==> src/rtl/lcd_cmd_sequencer.sv <==
// Plays a fixed list of LCD commands to a transmitter with a send/next handshake.
// After each accepted command it holds off for a short or a long (clear/home) settling time.
module lcd_cmd_sequencer #(
  parameter int unsigned                  N_CMDS     = 4,
  parameter int unsigned                  DATA_W     = 8,
  parameter logic [N_CMDS*DATA_W-1:0]     CMD_LIST   = {8'h01, 8'h0C, 8'h06, 8'h28},
  parameter int unsigned                  WAIT_SHORT = 2000,
  parameter int unsigned                  WAIT_LONG  = 82000
) (
  input  logic              clk,
  input  logic              reset,
  input  logic              start,
  input  logic              next,
  output logic              send,
  output logic [DATA_W-1:0] SF_D,
  output logic              busy,
  output logic              done
);

  localparam int unsigned W_MAX = (WAIT_LONG > WAIT_SHORT) ? WAIT_LONG : WAIT_SHORT;
  localparam int unsigned CNT_W = $clog2(W_MAX + 1);
  localparam int unsigned IDX_W = (N_CMDS > 1) ? $clog2(N_CMDS) : 1;

  localparam logic [1:0] S_IDLE  = 2'd0;
  localparam logic [1:0] S_ISSUE = 2'd1;
  localparam logic [1:0] S_WAIT  = 2'd2;
  localparam logic [1:0] S_DONE  = 2'd3;

  logic [1:0]        r_state;
  logic [IDX_W-1:0]  r_idx;
  logic [CNT_W-1:0]  r_cnt;
  logic              r_send;
  logic [DATA_W-1:0] r_sfd;
  logic              r_busy;
  logic              r_done;

  logic [1:0]        w_state_nxt;
  logic [IDX_W-1:0]  w_idx_nxt;
  logic [CNT_W-1:0]  w_cnt_nxt;
  logic              w_send_nxt;
  logic [DATA_W-1:0] w_sfd_nxt;
  logic              w_busy_nxt;
  logic              w_done_nxt;

  // Constant-index lookup keeps every part-select of CMD_LIST in range.
  function automatic logic [DATA_W-1:0] cmd_at(input int unsigned i);
    logic [DATA_W-1:0] c;
    c = '0;
    for (int unsigned k = 0; k < N_CMDS; k++) begin
      if (k == i) c = CMD_LIST[k*DATA_W +: DATA_W];
    end
    return c;
  endfunction

  // Clear (01) and home (02/03) need the long settling time.
  function automatic logic [CNT_W-1:0] wait_load(input logic [DATA_W-1:0] c);
    logic [7:0] lo;
    lo = 8'(c);
    if (lo == 8'h01 || lo == 8'h02 || lo == 8'h03) return CNT_W'(WAIT_LONG - 1);
    return CNT_W'(WAIT_SHORT - 1);
  endfunction

  always_comb begin
    w_state_nxt = r_state;
    w_idx_nxt   = r_idx;
    w_cnt_nxt   = r_cnt;
    w_send_nxt  = r_send;
    w_sfd_nxt   = r_sfd;
    w_busy_nxt  = r_busy;
    w_done_nxt  = 1'b0;
    case (r_state)
      S_IDLE: begin
        if (start) begin
          w_state_nxt = S_ISSUE;
          w_idx_nxt   = '0;
          w_cnt_nxt   = '0;
          w_busy_nxt  = 1'b1;
          w_send_nxt  = 1'b1;
          w_sfd_nxt   = cmd_at(0);
        end
      end
      S_ISSUE: begin
        if (next) begin
          w_state_nxt = S_WAIT;
          w_cnt_nxt   = wait_load(r_sfd);
          w_send_nxt  = 1'b0;
          w_sfd_nxt   = '0;
        end
      end
      S_WAIT: begin
        if (r_cnt != '0) begin
          w_cnt_nxt = r_cnt - 1'b1;
        end else if (32'(r_idx) < N_CMDS - 1) begin
          w_state_nxt = S_ISSUE;
          w_idx_nxt   = r_idx + 1'b1;
          w_send_nxt  = 1'b1;
          w_sfd_nxt   = cmd_at(32'(r_idx) + 1);
        end else begin
          w_state_nxt = S_DONE;
          w_busy_nxt  = 1'b0;
          w_done_nxt  = 1'b1;
        end
      end
      S_DONE: begin
        w_state_nxt = S_IDLE;
      end
      default: begin
        w_state_nxt = S_IDLE;
        w_idx_nxt   = '0;
        w_cnt_nxt   = '0;
        w_send_nxt  = 1'b0;
        w_sfd_nxt   = '0;
        w_busy_nxt  = 1'b0;
      end
    endcase
  end

  always_ff @(posedge clk or negedge reset) begin
    if (!reset) begin
      r_state <= S_IDLE;
      r_idx   <= '0;
      r_cnt   <= '0;
      r_send  <= 1'b0;
      r_sfd   <= '0;
      r_busy  <= 1'b0;
      r_done  <= 1'b0;
    end else begin
      r_state <= w_state_nxt;
      r_idx   <= w_idx_nxt;
      r_cnt   <= w_cnt_nxt;
      r_send  <= w_send_nxt;
      r_sfd   <= w_sfd_nxt;
      r_busy  <= w_busy_nxt;
      r_done  <= w_done_nxt;
    end
  end

  assign send = r_send;
  assign SF_D = r_sfd;
  assign busy = r_busy;
  assign done = r_done;

endmodule
==> config.mk <==
export PLATFORM = sky130hd
export DESIGN_NAME = lcd_cmd_sequencer
export DESIGN_NICKNAME = d
export VERILOG_FILES = /design/src/rtl/lcd_cmd_sequencer.sv
export SDC_FILE = /design/constraint.sdc
export NUM_CORES = 1
export LEC_CHECK = 0
export ABC_AREA = 1
export CORE_ASPECT_RATIO = 0.6
export CORE_UTILIZATION = 62
export DETAILED_ROUTE_END_ITERATION = 12
export GPL_ROUTABILITY_DRIVEN = 0
export PLACE_DENSITY = 0.84
export SLEW_MARGIN = 20
export SYNTH_ARGS = -nofsm -noshare
export SYNTH_HDL_FRONTEND = slang
export SYNTH_SLANG_ARGS = --single-unit
export TNS_END_PERCENT = 5
==> constraint.sdc <==
create_clock -name clk -period 3.25 [get_ports clk]
set_clock_uncertainty 0.1 [all_clocks]
set_input_delay 0.4875 -clock clk [delete_from_list [all_inputs] [get_ports clk]]
set_output_delay 0.4875 -clock clk [all_outputs]
set_load 0.02 [all_outputs]
==> results.yml, run 1 <==
power_and_ir_drop:
  peakVddDrop_uv: 694.6
  p_switching_mw: 1.230
  leakage_nw: 1.148
  powerDensity_nw_per_um2: 1096
  power_frac_comb: 0.597
  power_frac_seq: 0.241
  p_int_mw: 1.189
  sw_frac_of_total: 0.5084
  clockPowerShare: 0.163
layout:
  syn2layout_area_growth_pct: 12.86
  drive_above_1_share: 0.09028
  final_common_cell: "nand2_1"
  final_cell_mix: "nand2_1 (93), nor2_1 (32), inv_1 (30)"
  num_antenna_cells: 0
  nFillCells: 232
  nets: 301
clock_tree:
  clkTransAtPathRegs_ns: 0.06
  clkLatencyLatePin_ns: 0.29
  cts_hold_buffers: 0
  clock_sinks: 29
  htreeDepth: 2
  clock_path_buffers: 2
  cts_setup_buffers: 0
  root_buffer: "clkbuf_8"
  cts_tree: "built"
  cts-buffers-inserted: 5
  cts_resized: 0
global_routing:
  grt.total_usage: 0.3198
  antenna_found_initial: 0
  grt_pass1_vias: 1621
  grt-ovfl-total: 0
  grt_max_degree: 30
  grt_pass1_wl_mm: 7.700
place:
  port_buffers: 11
  dp_hpwl_mm: 3.385
die:
  ios: 15
  die_x_um: 74.51
  initial_core_util: 0.6679
  coreArea_um2: 2928
  die_y_um: 45.51
  dieArea_um2: 3390
  rows: 15
sta:
  fmax_mhz: 402.1
  finalHoldViolCount: 0
  holdWs_ns: 0.3774
  rsz0062_at_grt: "false"
  period_needed_ns: 2.487
  slew_headroom: 0.6519
  finalMaxSlewViolations: 0
  finalSetupViolCount: 0
  period_share: 0.7652
  tns_ns: 0
  worst_pin_slew_ns: 0.5202
setup_path:
  critPathMaxStageDelay_ns: 0.50
  cp.required_ns: 3.36
  crit_chain: "inv_1, ha_1, inv_2, or2_1, nand2_1, nor2_1, nand2_2, nor2_1, nand2_1, o21ai_1"
  crit_path_start_kind: "register"
  cp_max_fo: 21
  crit_type: "reg2reg"
  cp.arrival_ns: 2.60
  cp_slowest_cell: "nor2_1"
  setup.worst_path.end_class: "register"
synth:
  synth_mux_area_frac: 0
  ys_seq_elements: 29
  syn_area_um2: 1956
  synth_simple_gate_area_frac: 0.3871
  synth_area_leaders: "dfrtp_1 (37%), nand2_1 (18%), ha_1 (6.4%), nor2_1 (6.1%), inv_1 (5.8%)"
  avgSynthCellArea_um2: 7.190
  synth_ff_type: "dfrtp_1"
  ys_warn_count: 0
  synth_top_family_by_area: "simple AND/OR/NAND/NOR gates"
  synth_edf_count: 0
  yosysTopAreaCell: "dfrtp_1"
  postSynthCellCount: 272
  synth_fa_ha_area_frac: 0.06398
  synth_compound_area_frac: 0.07550
  synth_cell_types: 31
  synth_top_area_frac: 0.3711
  synth_xor_area_frac: 0.01344
  synth_seq_area_share: 0.3711
  ys_async_sr_fraction: 1.000
detailed_routing:
  ant_nets: 0
  wl_per_cell_um: 14.69
  drtIter0Drc: 232
  post-route-drc-count: 0
  viasPerCell: 5.545
  dr_total_vias: 1830
  first_pass_iters: 5
  wl_mm: 4.847
outcome:
  status: "complete, no violations"
min_path:
  hold_path.class: "reg2reg"
run:
  drv_cap: 0
==> area by class of cell <==
type	count	area, um^2	area share
clock buffers	7	86.33	0.03912
flip-flops and latches	29	725.7	0.3288
clock inverters	1	30.03	0.01361
repair buffers	13	125.1	0.05669
inverters	32	120.1	0.05442
multi-input cells	206	1067	0.4836
well taps	42	52.55	0.02381
==> layer usage <==
metal  part of all wire  GRT usage  vias up
met5                  0          0        -
met4              0.014     0.1245        0
met3              0.067    0.06858       10
met2               0.44     0.4721       88
met1               0.48     0.4614      847
li1                   -          -      885
==> cells by family after synthesis <==
kind of cell / after synthesis
XOR/XNOR: 3
flip-flops: 29
buffers and inverters: 39
other: 1
AND/OR/NAND/NOR: 165
AO/OA/AOI/OAI: 25
adder cells (fa/ha/maj): 10
==> final timing paths <==
kind	start	slack, ns	depth (start not counted)	endpoint
min	busy	0.38	2	busy
max in group asynchronous	reset	2.28	2	busy
min reg2reg	busy	0.38	2	busy
min in group asynchronous	reset	0.48	2	r_cnt[13]
max reg2reg	r_state[1]	0.76	10	r_cnt[16]
max	r_state[1]	0.76	10	r_cnt[16]
==> power by group through the flow <==
stage	combinational (mW)	clock, mW	sequential [mW]
final	1.44	0.394	0.582
after global routing	1.59	0.414	0.594
after CTS	1.42	0.396	0.578
after detailed placement	1.39	0	0.584
after global placement	1.34	0	0.579
after floorplan	1.03	0	0.606
==> per-stage QoR <==
stage / worst slack (ns) / instances / power [mW] / utilization / area, um^2
final: 0.7632 / 330 / 2.419 / 0.7538 / 2207
after global routing: 0.6212 / 330 / 2.599 / 0.7538 / 2207
after CTS: 0.8084 / 330 / 2.397 / 0.7538 / 2207
after detailed placement: 0.7784 / 322 / 1.973 / 0.7141 / 2091
after global placement: 0.9438 / 322 / 1.919 / 0.7141 / 2091
after floorplan: 1.507 / 274 / 1.637 / - / 1963
==> critical path, delay by kind of cell (launching register included) <==
family | cells | cell delay [ns]
buffers and inverters | 2 | 0.27
adders and majority gates | 1 | 0.28
and+or+nand+nor | 6 | 1.26
DFF | 1 | 0.39
AOI/OAI and AO/OA | 1 | 0.11
==> cell usage after synthesis, types with 3 or more instances <==
master	n
nor2_1	32
nand2_1	93
a21oi_1	3
xor2_1	3
nand4_1	14
nand3_1	12
o21ai_0	14
ha_1	10
buf_4	4
o21ai_1	4
dfrtp_1	29
inv_1	30
==> flip-flops by register name (all words and copies together), names as in the netlist <==
register,flops
SF_D,5
busy,1
done,1
r_cnt,17
r_idx,2
r_state,2
send,1
Note: power is estimated with default switching activity, not from simulation.
==> inputs of run 2 (changes only) <==
--- a/config.mk
+++ b/config.mk
@@ -7,10 +7,10 @@
 export LEC_CHECK = 0
 export ABC_AREA = 1
 export CORE_ASPECT_RATIO = 0.6
-export CORE_UTILIZATION = 62
+export CORE_UTILIZATION = 58
 export DETAILED_ROUTE_END_ITERATION = 12
 export GPL_ROUTABILITY_DRIVEN = 0
-export PLACE_DENSITY = 0.84
+export PLACE_DENSITY = 0.79
 export SLEW_MARGIN = 20
 export SYNTH_ARGS = -nofsm -noshare
 export SYNTH_HDL_FRONTEND = slang
==> constraint.sdc (replaced) <==
create_clock -name clk -period 2.36 [get_ports clk]
set_clock_uncertainty 0.1 [all_clocks]
set_input_delay 0.354 -clock clk [delete_from_list [all_inputs] [get_ports clk]]
set_output_delay 0.354 -clock clk [all_outputs]
set_load 0.02 [all_outputs]
==> run 2 against run 1 <==
Combinational power grew 38%. Non-clock buffer count grew 3. Fmax grew 21%. Sequential share of layout area shrank 0.59 points. Design area grew 1.8%. Largest power group unchanged. Highest routed layer unchanged.
==> results.yml, run 2 (synthesized netlist as in run 1, its figures left out) <==
global_routing:
  grt-ovfl-total: 0
  grt_max_degree: 30
  antenna_found_initial: 0
  grt_pass1_vias: 1340
  grt_pass1_wl_mm: 6.775
  grt.total_usage: 0.2560
place:
  dpl_cell_area_um2: 2113
  dp_hpwl_mm: 3.083
  port_buffers: 11
layout:
  nFillCells: 230
  final_area_um2: 2247
  multi_input_area_um2: 1067
  drive_above_1_share: 0.1031
  nets: 304
  top_register: "r_cnt"
  final_common_cell: "nand2_1"
  syn2layout_area_growth_pct: 14.91
  final_cell_mix: "nand2_1 (93), nor2_1 (32), inv_1 (30)"
  num_antenna_cells: 0
  register_area_um2: 725.7
  largest_reg_flops: 17
sta:
  finalMaxSlewViolations: 0
  tns_ns: 0
  finalHoldViolCount: 0
  rsz0062_at_grt: "false"
  finalSetupViolCount: 0
  period_share: 0.8731
  holdWs_ns: 0.3557
  fmax_mhz: 485.3
  period_needed_ns: 2.061
setup_path:
  crit_type: "reg2reg"
  worstReg2RegStart: "r_state[1]"
  cpLargestDelayFamily: "simple AND/OR/NAND/NOR gates"
  crit_path_start: "r_state[1]"
  crit_top_cell: "nand2_1"
  cp.arrival_ns: 2.13
  cp.required_ns: 2.43
  crit_path_start_kind: "register"
  cp_max_fo: 11
  cp_num_buf_inv: 3
  crit_chain: "inv_1, ha_1, inv_2, or2_1, nand2_1, nor2_1, nand2_2, nor2_1, buf_4, nand2_1, nand2_1"
  cp_slowest_cell: "dfrtp_1"
  critPathMaxStageDelay_ns: 0.40
  setup.worst_path.end_class: "register"
die:
  dieArea_um2: 3616
  die_x_um: 76.97
  coreArea_um2: 3040
  initial_core_util: 0.6432
  ios: 15
  rows: 15
  die_y_um: 46.98
power_and_ir_drop:
  finalPower_mw: 3.393
  powerDensity_nw_per_um2: 1510
  peakVddDrop_uv: 963.8
  leakage_nw: 1.173
run:
  drv_cap: 0
clock_tree:
  cts_resized: 0
  cts_hold_buffers: 0
  root_buffer: "clkbuf_8"
  clkLatencyLatePin_ns: 0.28
  clock_path_buffers: 2
  cts_setup_buffers: 0
  clkTransAtPathRegs_ns: 0.07
  cts_tree: "built"
  cts-buffers-inserted: 5
  htreeDepth: 2
  clock_sinks: 29
detailed_routing:
  viasPerCell: 5.219
  drtIter0Drc: 202
  wl_mm: 4.080
  first_pass_iters: 5
  post-route-drc-count: 0
  dr_total_vias: 1738
  wl_per_cell_um: 12.25
  ant_nets: 0
outcome:
  status: "complete, no violations"
min_path:
  hold_path.class: "in2async"
-- run 2: changes by cell type in the layout (fill, tap and decap cells not counted), sizes merged --
cell    before  now
clkinv       0    1
clkbuf       7    5
bufinv       1    2
buf          2    5
-- run 2: worst paths after layout --
path	endpoint	slack [ns]	depth (start not counted)
setup reg to reg	r_cnt[8]	0.30	11
setup / recovery	r_cnt[8]	0.30	11
min in group clk	send	0.38	2
hold reg to reg	send	0.38	2
max in group asynchronous	r_cnt[1]	1.53	2
hold / removal	r_cnt[9]	0.36	2
-- run 2: per-layer routing --
layer / GRT usage / part of all wire / vias up
li1: - / - / 896
met1: 0.4168 / 0.53 / 758
met2: 0.3214 / 0.38 / 82
met3: 0.06214 / 0.086 / 2
met4: 0.06923 / 0.0034 / 0
met5: 0 / 0 / -
-- run 2: where the power goes --
part	switching (mW)	leakage [nW]	internal, mW	total (mW)
Sequential	0.142	0.385	0.654	0.796
Combinational	1.29	0.720	0.692	1.99
Clock	0.192	0.0681	0.419	0.611
-- run 2: final cells by class --
type,instances,area share
Multi-Input combinational cell,206,0.4749
Sequential cell,29,0.3229
Timing Repair Buffer,16,0.06570
Inverter,32,0.05345
Clock buffer,5,0.03062
Clock inverter,3,0.02895
Tap cell,42,0.02339
-- run 2: per-stage QoR --
stage               cells  setup slack, ns    util
floorplan             274           0.6166       -
global placement      325           0.4116  0.6951
detailed placement    325           0.3353  0.6951
CTS                   333           0.3254  0.7391
global route          333           0.1441  0.7391
finish                333           0.2995  0.7391
-- run 2: worst reg2reg max path, delay by kind of cell (launching register included) --
kind                     cells  cell delay (ns)
buffers and inverters        3             0.38
adder cells (fa/ha/maj)      1             0.28
AND/OR/NAND/NOR              7             0.79
flip-flops                   1             0.40
